File: config.mk
export PLATFORM = sky130hd
export DESIGN_NAME = apb_master_bridge
export DESIGN_NICKNAME = d
export VERILOG_FILES = /design/src/rtl/apb_master_bridge.sv
export SDC_FILE = /design/constraint.sdc
export NUM_CORES = 1
export LEC_CHECK = 0
export ABC_AREA = 0
export CAP_MARGIN = 20
export CORE_AREA = 4 4 102 104
export CTS_BUF_LIST = sky130_fd_sc_hd__clkbuf_8 sky130_fd_sc_hd__clkbuf_16
export DETAILED_ROUTE_END_ITERATION = 8
export DIE_AREA = 0 0 106 108
export HOLD_SLACK_MARGIN = 0.08
export PLACE_DENSITY = 0.76
export SYNTH_ARGS = -nofsm -noshare
export SYNTH_HDL_FRONTEND = slang
export SYNTH_SLANG_ARGS = --single-unit
File: constraint.sdc
create_clock -name PCLK -period 3.45 [get_ports PCLK]
set_input_delay 0.69 -clock PCLK [delete_from_list [all_inputs] [get_ports PCLK]]
set_output_delay 0.69 -clock PCLK [all_outputs]
set_load 0.05 [all_outputs]
File: src/rtl/apb_master_bridge.sv
// Valid/ready command stream to single APB transfers: sequences the SETUP and
// ACCESS phases, absorbs slave wait states and returns one response per command.
//
//  state  | meaning
//  -------+--------------------------------------------------------------
//  IDLE   | no transfer in flight, cmd_ready high, response pulse lives here
//  SETUP  | PSELx high, PENABLE low, address/data/direction presented
//  ACCESS | PSELx and PENABLE high, waiting for PREADY or the timeout
module apb_master_bridge #(
    parameter int DATA_WIDTH = 32,
    parameter int ADDR_WIDTH = 16,
    parameter int TIMEOUT    = 16
) (
    input  logic                  PCLK,
    input  logic                  PRESET,

    input  logic                  cmd_valid,
    output logic                  cmd_ready,
    input  logic                  cmd_write,
    input  logic [ADDR_WIDTH-1:0] cmd_addr,
    input  logic [DATA_WIDTH-1:0] cmd_wdata,

    output logic                  rsp_valid,
    output logic [DATA_WIDTH-1:0] rsp_rdata,
    output logic                  rsp_timeout,

    output logic                  PSELx,
    output logic                  PENABLE,
    output logic                  PWRITE,
    output logic [ADDR_WIDTH-1:0] PADDR,
    output logic [DATA_WIDTH-1:0] PWDATA,
    input  logic                  PREADY,
    input  logic [DATA_WIDTH-1:0] PRDATA
);

    localparam int CW = (TIMEOUT < 1) ? 1 : $clog2(TIMEOUT + 1);
    // Abort fires on the edge where the counter has already seen TIMEOUT-1 waits,
    // so the counter never needs to reach TIMEOUT and never wraps.
    localparam logic [CW-1:0] CNT_LAST = (TIMEOUT < 1) ? '0 : CW'(TIMEOUT - 1);

    typedef enum logic [1:0] {
        IDLE,
        SETUP,
        ACCESS
    } state_t;

    state_t                state, state_nx;
    logic [CW-1:0]         wait_cnt, wait_cnt_nx;
    logic                  psel_nx, penable_nx, pwrite_nx;
    logic [ADDR_WIDTH-1:0] paddr_nx;
    logic [DATA_WIDTH-1:0] pwdata_nx;
    logic                  rsp_valid_nx, rsp_timeout_nx;
    logic [DATA_WIDTH-1:0] rsp_rdata_nx;

    assign cmd_ready = (state == IDLE) & ~PRESET;

    always_comb begin
        state_nx       = state;
        wait_cnt_nx    = wait_cnt;
        psel_nx        = PSELx;
        penable_nx     = PENABLE;
        pwrite_nx      = PWRITE;
        paddr_nx       = PADDR;
        pwdata_nx      = PWDATA;
        rsp_valid_nx   = 1'b0;
        rsp_timeout_nx = 1'b0;
        rsp_rdata_nx   = rsp_rdata;

        case (state)
            IDLE: begin
                if (cmd_valid && cmd_ready) begin
                    pwrite_nx   = cmd_write;
                    paddr_nx    = cmd_addr;
                    pwdata_nx   = cmd_wdata;
                    psel_nx     = 1'b1;
                    penable_nx  = 1'b0;
                    wait_cnt_nx = '0;
                    state_nx    = SETUP;
                end
            end

            SETUP: begin
                penable_nx = 1'b1;
                state_nx   = ACCESS;
            end

            ACCESS: begin
                if (PREADY) begin
                    psel_nx        = 1'b0;
                    penable_nx     = 1'b0;
                    rsp_valid_nx   = 1'b1;
                    rsp_timeout_nx = 1'b0;
                    rsp_rdata_nx   = PWRITE ? '0 : PRDATA;
                    wait_cnt_nx    = '0;
                    state_nx       = IDLE;
                end else if (TIMEOUT != 0) begin
                    if (wait_cnt == CNT_LAST) begin
                        psel_nx        = 1'b0;
                        penable_nx     = 1'b0;
                        rsp_valid_nx   = 1'b1;
                        rsp_timeout_nx = 1'b1;
                        rsp_rdata_nx   = '0;
                        wait_cnt_nx    = '0;
                        state_nx       = IDLE;
                    end else begin
                        wait_cnt_nx = wait_cnt + 1'b1;
                    end
                end
            end

            default: begin
                psel_nx     = 1'b0;
                penable_nx  = 1'b0;
                wait_cnt_nx = '0;
                state_nx    = IDLE;
            end
        endcase
    end

    always_ff @(posedge PCLK or posedge PRESET) begin
        if (PRESET) begin
            state       <= IDLE;
            wait_cnt    <= '0;
            PSELx       <= 1'b0;
            PENABLE     <= 1'b0;
            PWRITE      <= 1'b0;
            PADDR       <= '0;
            PWDATA      <= '0;
            rsp_valid   <= 1'b0;
            rsp_timeout <= 1'b0;
            rsp_rdata   <= '0;
        end else begin
            state       <= state_nx;
            wait_cnt    <= wait_cnt_nx;
            PSELx       <= psel_nx;
            PENABLE     <= penable_nx;
            PWRITE      <= pwrite_nx;
            PADDR       <= paddr_nx;
            PWDATA      <= pwdata_nx;
            rsp_valid   <= rsp_valid_nx;
            rsp_timeout <= rsp_timeout_nx;
            rsp_rdata   <= rsp_rdata_nx;
        end
    end

endmodule
After elaboration in Yosys (flattened, before gate mapping)
Cells that the tools add are included.
W data, S select, Z words.

cells by class
  $add $sub $neg = 1
  equal/unequal tests = 5
  muxes and demuxes = 22
  bitwise gates (word level) = 3
  reductions and logical operators = 8

operators with widths
  kind                   count
  $mux W32               3
  $mux W5                3
  $pmux W5 S3            1
  $mux W1                9
  $reduce_and A2 Y1      4
  $mux W2                3
  $pmux W1 S3            2
  $pmux W2 S3            1
  $add A5 B1 Y5 const B  1
  $eq A5 B4 Y1 const B   1
  $ne A3 B3 Y1 const B   1
  $reduce_and A3 Y1      1
  $eq A2 B1 Y1 const B   1
  $eq A2 B2 Y1 const B   1
  $logic_not A2 Y1       1
  $ne A2 B1 Y1 const B   1
  $not A1 Y1             2
  $reduce_bool A2 Y1     1
  $and A1 B1 Y1          1
  $logic_and A1 B1 Y1    1

storage, ports and cells
  bits in registers = 92
  bits of input ports = 85
  output and inout bits = 86
  word-level logic and storage cells = 49

Longest topological paths before layout
Gate-level depths: netlist (run 1).

  depth after elaboration = 5
  gate-level depth with buffers = 5
  mapped depth without buffers = 4

Worst setup path before layout (run 1)
OpenSTA, ideal clock, no wires.

  path type = input to register
  from = input PRESET
  to = register PADDR[0]
  library setup time = 125 ps
  data arrival time = 2136 ps
  required time = 3325 ps
  slack = 1189 ps
  cell stages on the path = 5
  buffers on the path = 1
  path through = nor3_2 -> nand2_2 -> inv_6 -> buf_12 -> mux2_4

between the ends
  cells in the longest elaborated chain, start to end = 4

RTL lines
  element                             RTL line  text
  from (decl)                         15        input logic PRESET,
  $not A1 Y1                          55        assign cmd_ready = (state == IDLE) & ~PRESET;
  $and A1 B1 Y1                       55
  $logic_and A1 B1 Y1                 71        if (cmd_valid && cmd_ready) begin
  $reduce_and A2 Y1 (no source line)  n/a
  to (signal assigned)                138       PADDR <= paddr_nx;
  to (decl)                           30        output logic [ADDR_WIDTH-1:0] PADDR,

No other way between the ends.
A chain may end at the register's enable or synchronous reset.

Final worst setup path (run 1)
  from = input PRESET
  to = output cmd_ready

between the ends
  cells in the longest elaborated chain, start to end = 2

RTL lines
  element        RTL line  text
  $not A1 Y1     55
  $and A1 B1 Y1  55
  to (decl)      18        output logic cmd_ready,

No other way between the ends.

==> flow_summary.yaml, run 1 <==
run_status:
  status: "finished, final reports clean"
placement:
  io_buffer_count: 170
  gp_congestion: 0.693
  dp_hpwl_um: 6530
logic_synthesis:
  synth_top_area_share: 0.618
  synth_cell_types: 36
  yosysTopAreaCell: "dfrtp_1"
  ys.warnings.count: 0
  synth.most_common_cell: "dfrtp_1"
  ys_seq_elements: 92
  synth_edf_count: 0
  synth_seq_area_share: 0.618
  synthCells: 219
  avgSynthCellArea_um2: 17.0
  synthArstFlopShare: 1.00
  synth_nets: 305
  synth_common_cells: "dfrtp_1 (92), mux2_4 (48), a22o_1 (33)"
  netlist_top_cells_area: "dfrtp_1 (62%), mux2_4 (19%), a22o_1 (7.8%), buf_12 (2.7%), buf_6 (0.91%)"
  syn_area_um2: 3730
  ys.flop_type: "dfrtp_1"
power_and_ir_drop:
  swShare: 0.427
  p_clk_frac: 0.143
  power_uw: 4600
  intPower_uw: 2640
  p_comb_frac: 0.514
  peakVddDrop_mv: 0.440
  powerDensity_nw_per_um2: 812
  power.switching_uw: 1970
  p_leak_uw: 0.00250
  p_seq_frac: 0.342
floorplanning:
  io_pins: 171
  dieWidth_um: 106
  fp-row-count: 36
  die_h_um: 108
  fp.dieArea_um2: 11400
  start_util: 0.390
  core_um2: 9550
job:
  drv_cap: 0
timing:
  hold_ws_ns: 0.497
  worst_pin_slew_ns: 0.642
  layout_min_cycle_time_ns: 2.88
  fin_tns_setup_ns: 0
  timing.fmax_mhz: 347
  setup_viol: 0
  maxSlewHeadroom: 0.572
  finalCritPeriodShare: 0.836
  finalHoldViolCount: 0
  slew_violations: 0
  rsz0062_at_grt: "false"
  final.setup_skew_ns: 0.00835
cells_and_area:
  drive_gt1_frac: 0.189
  seqCellArea_um2: 2300
  antenna_cells: 0
  fin_nets: 478
  syn2layout_area_growth_pct: 52.0
  multi_input_area_um2: 1250
  fillers: 796
critical_path:
  path_cells: "clkdlybuf4s50_1 -> nor3_2 -> clkdlybuf4s50_1"
  timing.rr.start: "state[0]"
  crit_start: "PRESET"
  cp-end-kind: "output pin"
  cp.required_ns: 2.76
  cp_data_arrival_time_ns: 2.19
  path_class: "input pin to output pin"
  cp_slowest_cell: "clkdlybuf4s50_1"
  worst_setup_path_start_kind: "input pin"
  path_max_fanout: 3
  critical_path.most_common_cell: "clkdlybuf4s50_1"
  slowest_delay_ns: 0.84
routing:
  drt-total-wl_um: 8930
  viasPerCell: 4.71
  firstDrtPassIters: 4
  drcViolationCount: 0
  routed-via-count: 2496
  ant_nets: 0
  drtIter0Drc: 88
  wl_per_cell_um: 16.9
clocking:
  postCtsResizedCells: 0
  cts.sinks: 92
  cts_root_buf: "clkbuf_8"
  htreeDepth: 3
  cts_buffers: 9
  ctsHoldBuffers: 0
  cts_tree: "built"
  clk_pin_slew_ns: 0.08
  clk_path_buf_depth: 2
  clk_latency_ns: 0.34
  postCtsSetupRepairBufs: 0
worst_hold_path:
  holdCritPathClass: "flip-flop to flip-flop"
  hold_start: "PADDR[15]"
grt:
  grt_max_degree: 52
  grt_pass1_vias: 2721
  antenna_found_initial: 0
  overflow: 0
  grt_use_total: 0.159
  grt_pass1_wl_um: 14100
[layer usage]
metal	GRT usage	up-vias	part of all wire
li1	-	1152	-
met1	0.202	1219	0.43
met2	0.257	113	0.48
met3	0.0525	12	0.073
met4	0.0546	0	0.015
met5	0	-	0
[sequential cells by signal, indices dropped and copies added, names as in the netlist]
| signal | flops |
|---|---|
| rsp_valid | 1 |
| wait_cnt | 5 |
| rsp_timeout | 1 |
| rsp_rdata | 32 |
| PWRITE | 1 |
| state | 2 |
| PSELx | 1 |
| PENABLE | 1 |
| PWDATA | 32 |
| PADDR | 16 |
[stage by stage]
stage          setup WS [ns]  cell area [um^2]  cells  utilization
3_5_place_dp           0.564              5490    514        0.574
5_1_grt                0.497              5670    530        0.593
2_1_floorplan          0.368              3730    219            -
3_3_place_gp           0.596              5490    514        0.574
6_report               0.567              5670    530        0.593
4_1_cts                0.564              5670    530        0.593
[path summary, 6_finish.rpt]
check | slack [ns] | end | cells after the start
worst max register to register | 1.57 | PADDR[15] | 4
worst max-delay path | 0.57 | cmd_ready | 3
max in group asynchronous | 1.95 | PWDATA[16] | 3
min in group asynchronous | 0.79 | state[0] | 2
worst min-delay path | 0.50 | PADDR[15] | 1
worst min register to register | 0.50 | PADDR[15] | 1
[placed cells by master (no fill, tap or decap), types with 2 or more instances in the layout]
cell	Yosys	routed
a22o_1	33	33
a31oi_1	2	2
buf_4	0	3
clkbuf_8	0	12
clkdlybuf4s50_1	0	170
clkinv_2	0	2
dfrtp_1	92	92
inv_1	2	4
mux2_4	48	48
nand2_1	2	2
nor2_1	2	2
[area by class of cell]
cell class,count,share of cell area
inverter,4,0.00375
multi-input combinational,111,0.221
tap,133,0.0294
clock inverter,4,0.00287
timing repair buffer,174,0.308
sequential,92,0.406
clock buffer,12,0.0291
[cells by family after synthesis]
logic type               after synthesis  synth area share
AO/OA/AOI/OAI                         44            0.0994
XOR/XNOR                               1           0.00235
adder cells (fa/ha/maj)                1           0.00336
buffers and inverters                 16            0.0467
flip-flops                            92             0.618
multiplexers                          50             0.199
AND/OR/NAND/NOR                       15            0.0316
[power by group through the flow]
stage                     clock network [uW]  logic [uW]  registers (uW)
after floorplan                            0         474            2670
after global placement                     0        2360            1580
after detailed placement                   0        2390            1590
after CTS                                692        2390            1580
after global routing                     738        2450            1620
final                                    660        2370            1580
[worst max-delay path, delay by kind of cell]
family / cells / cell delay (ns)
buffers and inverters: 2 / 1.32
AND/OR/NAND/NOR: 1 / 0.19
(Power assumes the default switching activity.)
==> run 2, diff against run 1 <==
--- a/config.mk
+++ b/config.mk
@@ -7,12 +7,12 @@
 export LEC_CHECK = 0
 export ABC_AREA = 0
 export CAP_MARGIN = 20
-export CORE_AREA = 4 4 102 104
+export CORE_AREA = 4 4 106 108
 export CTS_BUF_LIST = sky130_fd_sc_hd__clkbuf_8 sky130_fd_sc_hd__clkbuf_16
 export DETAILED_ROUTE_END_ITERATION = 8
-export DIE_AREA = 0 0 106 108
+export DIE_AREA = 0 0 110 112
 export HOLD_SLACK_MARGIN = 0.08
-export PLACE_DENSITY = 0.76
+export PLACE_DENSITY = 0.73
 export SYNTH_ARGS = -nofsm -noshare
 export SYNTH_HDL_FRONTEND = slang
 export SYNTH_SLANG_ARGS = --single-unit
==> constraint.sdc (replaced) <==
create_clock -name PCLK -period 2.65 [get_ports PCLK]
set_input_delay 0.53 -clock PCLK [delete_from_list [all_inputs] [get_ports PCLK]]
set_output_delay 0.53 -clock PCLK [all_outputs]
set_load 0.05 [all_outputs]
==> run 2 against run 1 <==
  * Critical path depth is 2 lower
  * Combinational power is 30% higher
  * Sequential power increased by 30%
  * Critical endpoint is now PWRITE
  * Largest cell class unchanged
  * Highest routed layer unchanged
==> flow_summary.yaml, run 2 (synthesis gave the netlist of run 1 again) <==
routing:
  drt-total-wl_um: 8980
  wl_per_cell_um: 16.8
  viasPerCell: 4.61
  ant_nets: 0
  routed-via-count: 2470
  drtIter0Drc: 101
  drcViolationCount: 0
  firstDrtPassIters: 4
power_and_ir_drop:
  intPower_uw: 3380
  peakVddDrop_mv: 0.567
  power.switching_uw: 2600
  p_comb_frac: 0.516
  power_uw: 5990
  swShare: 0.435
  p_seq_frac: 0.344
  powerDensity_nw_per_um2: 1050
  p_clk_frac: 0.140
  p_leak_uw: 0.00251
timing:
  slew_violations: 0
  setup_viol: 0
  finalCritPeriodShare: 0.794
  final.setup_skew_ns: 0.0153
  maxSlewHeadroom: 0.642
  worst_pin_slew_ns: 0.535
  layout_min_cycle_time_ns: 2.10
  finalHoldViolCount: 0
  setup_slack_ns: 0.546
  timing.fmax_mhz: 475
  fin_tns_setup_ns: 0
  rsz0062_at_grt: "false"
cells_and_area:
  fin_util: 0.559
  drive_gt1_frac: 0.205
  design_area_um2: 5720
  antenna_cells: 0
  fillers: 884
  layout_common_cells: "clkdlybuf4s50_1 (169), dfrtp_1 (92), mux2_4 (48)"
  layout_commonest_cell: "clkdlybuf4s50_1"
  largestRegisters: "PWDATA: 32 flops, rsp_rdata: 32 flops, PADDR: 16 flops"
  syn2layout_area_growth_pct: 53.5
  fin_nets: 481
worst_hold_path:
  hold_start: "rsp_rdata[19]"
  holdCritPathClass: "flip-flop to flip-flop"
  holdPathEnd: "rsp_rdata[19]"
  hold_depth: 1
critical_path:
  cp.required_ns: 2.12
  slowest_delay_ns: 0.84
  path_max_fanout: 3
  r2r_slack_ns: 0.81
  r2r_end: "PADDR[14]"
  cp-end-kind: "output pin"
  cp_slowest_cell: "clkdlybuf4s50_1"
  path_cells: "clkdlybuf4s50_1"
  cp_data_arrival_time_ns: 1.57
  r2r_cells: 5
  cp_top_family: "buffers and inverters"
  timing.rr.start: "state[0]"
  crit_buf_inv: 1
  worst_setup_path_start_kind: "flip-flop"
  path_class: "flip-flop to output pin"
  cp.depth: 1
clocking:
  htreeDepth: 3
  postCtsResizedCells: 0
  ctsHoldBuffers: 0
  clk_latency_ns: 0.35
  clk_path_buf_depth: 2
  postCtsSetupRepairBufs: 0
  cts_tree: "built"
  cts_buffers: 9
  clk_pin_slew_ns: 0.08
  cts_root_buf: "clkbuf_8"
  cts.sinks: 92
grt:
  grt_use_total: 0.148
  grt_max_degree: 34
  grt_pass1_vias: 2707
  overflow: 0
  antenna_found_initial: 0
  grt_pass1_wl_um: 14200
placement:
  dp_hpwl_um: 6490
  io_buffer_count: 170
  place_area_um2: 5550
  gp_congestion: 0.728
  preCtsSetupSlack_ns: 0.324
floorplanning:
  start_util: 0.364
  die_h_um: 112
  fp.dieArea_um2: 12300
  dieWidth_um: 110
  io_pins: 171
  fp-row-count: 37
  core_um2: 10200
job:
  drv_cap: 0
run_status:
  status: "finished, final reports clean"
## run 2: cell type report
class                   instances  area [um^2]  share of cell area
inverters                       4         23.8             0.00415
flip-flops and latches         92         2300               0.402
well taps                     136          170              0.0297
repair buffers                177         1800               0.315
clock buffers                   9          124              0.0216
multi-input cells             111         1250               0.219
clock inverters                 7         48.8             0.00853
## run 2: power by group through the flow
stage | Combinational, uW | Clock (uW) | Sequential [uW]
floorplan | 618 | 0 | 3470
global placement | 3080 | 0 | 2080
detailed placement | 3120 | 0 | 2070
CTS | 3120 | 884 | 2060
global route | 3200 | 956 | 2120
finish | 3090 | 841 | 2060
## run 2: through the flow
stage	hold slack (ns)	std cells
floorplan	0.471	219
global placement	0.487	520
detailed placement	0.491	520
finish	0.503	536
CTS	0.514	536
global route	0.524	536
## run 2: how the worst max path moves through the flow
stage	start	to	slack, ns
final	PWRITE	PWRITE	0.55
after global routing	PWRITE	PWRITE	0.48
after CTS	PWRITE	PWRITE	0.51
after detailed placement	PRESET	PADDR[14]	0.32
after global placement	PRESET	PADDR[10]	0.36
after floorplan	state[0]	PADDR[0]	0.53
## run 2: layer usage
metal	vias up	share of wire	global-route usage
met5	-	0	0
met4	0	0.010	0.0457
met3	7	0.087	0.0504
met2	116	0.45	0.221
met1	1199	0.45	0.203
li1	1148	-	-
## run 2: worst register-to-register path: cells and delay by family (launching register included)
kind / cells / cell delay [ns]
simple gates: 2 / 0.48
flops: 1 / 0.49
buf+inv: 2 / 0.44
mux: 1 / 0.32
==> run 3, diff against run 2 <==
==> constraint.sdc (replaced) <==
create_clock -name PCLK -period 1.74 [get_ports PCLK]
set_input_delay 0.348 -clock PCLK [delete_from_list [all_inputs] [get_ports PCLK]]
set_output_delay 0.348 -clock PCLK [all_outputs]
set_load 0.05 [all_outputs]
==> run 3 against run 2 <==
  * Clock skew is 0.0093 ns lower
  * Global-route usage is 0.52 points higher
  * First-iteration DRC count is 4.0% higher
  * Sequential power is 52% higher
  * Critical path depth is 3 higher
  * Worst setup slack worse by 0.47 ns
  * Sequential share of layout area is 0.63 points higher
  * Count of clock-buffer cells in the layout stayed put
  * Critical endpoint is now cmd_ready
  * Largest power group unchanged
==> flow_summary.yaml, run 3 (synthesis gave the netlist of run 1 again) <==
timing:
  timing.fmax_mhz: 601
  finalHoldViolCount: 0
  rsz0062_at_grt: "false"
  layout_min_cycle_time_ns: 1.66
  setup_slack_ns: 0.0770
  fin_tns_setup_ns: 0
  slew_violations: 0
  worst_pin_slew_ns: 0.328
  finalCritPeriodShare: 0.956
  maxSlewHeadroom: 0.781
  final.setup_skew_ns: 0.00602
  setup_viol: 0
critical_path:
  r2r_end: "rsp_rdata[10]"
  cp-end-kind: "output pin"
  path_max_fanout: 2
  timing.rr.start: "wait_cnt[0]"
  cp.required_ns: 1.39
  r2r_cells: 5
  cp_data_arrival_time_ns: 1.32
  worst_setup_path_start_kind: "input pin"
  path_class: "input pin to output pin"
  r2r_slack_ns: 0.18
run_status:
  status: "finished, final reports clean"
cells_and_area:
  fin_cells: 544
  fillers: 857
  drive_gt1_frac: 0.429
  fin_nets: 489
  layout_common_cells: "buf_4 (93), dfrtp_1 (90), clkdlybuf4s50_1 (84)"
  syn2layout_area_growth_pct: 51.3
  antenna_cells: 0
  largestRegisters: "PWDATA: 32 flops, rsp_rdata: 32 flops, PADDR: 16 flops"
  layout_commonest_cell: "buf_4"
  fin_util: 0.551
floorplanning:
  die_h_um: 112
  fp.dieArea_um2: 12300
  start_util: 0.364
  fp-row-count: 37
  dieWidth_um: 110
  core_um2: 10200
  io_pins: 171
placement:
  gp_congestion: 0.720
  dp_cells: 528
  io_buffer_count: 170
  dp_hpwl_um: 6890
  preCtsSetupSlack_ns: -0.173
clocking:
  cts_buffers: 9
  postCtsSetupRepairBufs: 0
  clk_pin_slew_ns: 0.08
  ctsHoldBuffers: 0
  cts_root_buf: "clkbuf_8"
  clk_latency_ns: 0.35
  cts.sinks: 92
  clk_path_buf_depth: 2
  postCtsResizedCells: 0
  htreeDepth: 3
  cts_tree: "built"
routing:
  drcViolationCount: 0
  wl_per_cell_um: 16.9
  drtIter0Drc: 105
  routed-via-count: 2548
  ant_nets: 0
  drt-total-wl_um: 9210
  viasPerCell: 4.68
  firstDrtPassIters: 4
grt:
  antenna_found_initial: 0
  grt_max_degree: 34
  grt_pass1_vias: 2722
  overflow: 0
  grt_use_total: 0.153
  grt_pass1_wl_um: 14600
power_and_ir_drop:
  intPower_uw: 5090
  powerDensity_nw_per_um2: 1600
  p_seq_frac: 0.348
  swShare: 0.437
  p_leak_uw: 0.00268
  peakVddDrop_mv: 0.955
  p_comb_frac: 0.502
  p_clk_frac: 0.150
  power.switching_uw: 3950
job:
  drv_cap: 0
worst_hold_path:
  holdCritPathClass: "input pin to asynchronous set/reset pin"
## run 3: cell count changes in the layout (fill, tap and decap cells not counted), moves of 2 or more
cell,delta
buf_12,+4
buf_4,+89
clkdlybuf4s50_1,-85
dfrtp_1,-2
dfrtp_2,+2
inv_1,+2
inv_6,-3
## run 3: worst max-delay path by stage
stage / start / endpoint / slack, ns / cells past startpoint
floorplan: state[1] / PADDR[0] / -0.07 / 5
global placement: PRESET / PADDR[0] / -0.14 / 6
finish: PRESET / cmd_ready / 0.08 / 4
detailed placement: PRESET / PWDATA[30] / -0.17 / 6
global route: state[1] / cmd_ready / 0.02 / 3
CTS: PRESET / cmd_ready / 0.06 / 4
## run 3: cell type report
type | instances | area (um^2) | area share
inverters | 4 | 23.8 | 0.00422
repair buffers | 185 | 1700 | 0.301
well taps | 136 | 170 | 0.0302
clock buffers | 9 | 124 | 0.0220
flip-flops and latches | 92 | 2300 | 0.409
clock inverters | 7 | 60.1 | 0.0107
multi-input cells | 111 | 1260 | 0.223
## run 3: worst max-delay path, cell delays in order
cell             delay, ns
clkdlybuf4s50_1       0.47
nor3_4                0.23
buf_4                 0.15
buf_12                0.12
## run 3: power by group through the flow
| stage | logic [uW] | clock network [uW] | registers, uW |
|---|---|---|---|
| CTS | 4590 | 1420 | 3150 |
| finish | 4540 | 1350 | 3140 |
| floorplan | 942 | 0 | 5300 |
| global placement | 4520 | 0 | 3170 |
| global route | 4720 | 1510 | 3230 |
| detailed placement | 4580 | 0 | 3170 |
## run 3: routing by layer
metal  global-route usage  share of wire
met3               0.0568          0.094
met1                0.186           0.40
met4               0.0582          0.019
met2                0.247           0.48
met5                    0              0
## run 3: per-stage QoR
stage	hold WS [ns]	cell area (um^2)	total power [uW]
detailed placement	0.490	5460	7750
floorplan	0.471	3740	6240
global placement	0.469	5460	7690
finish	0.491	5640	9030
global route	0.488	5640	9460
CTS	0.477	5640	9160
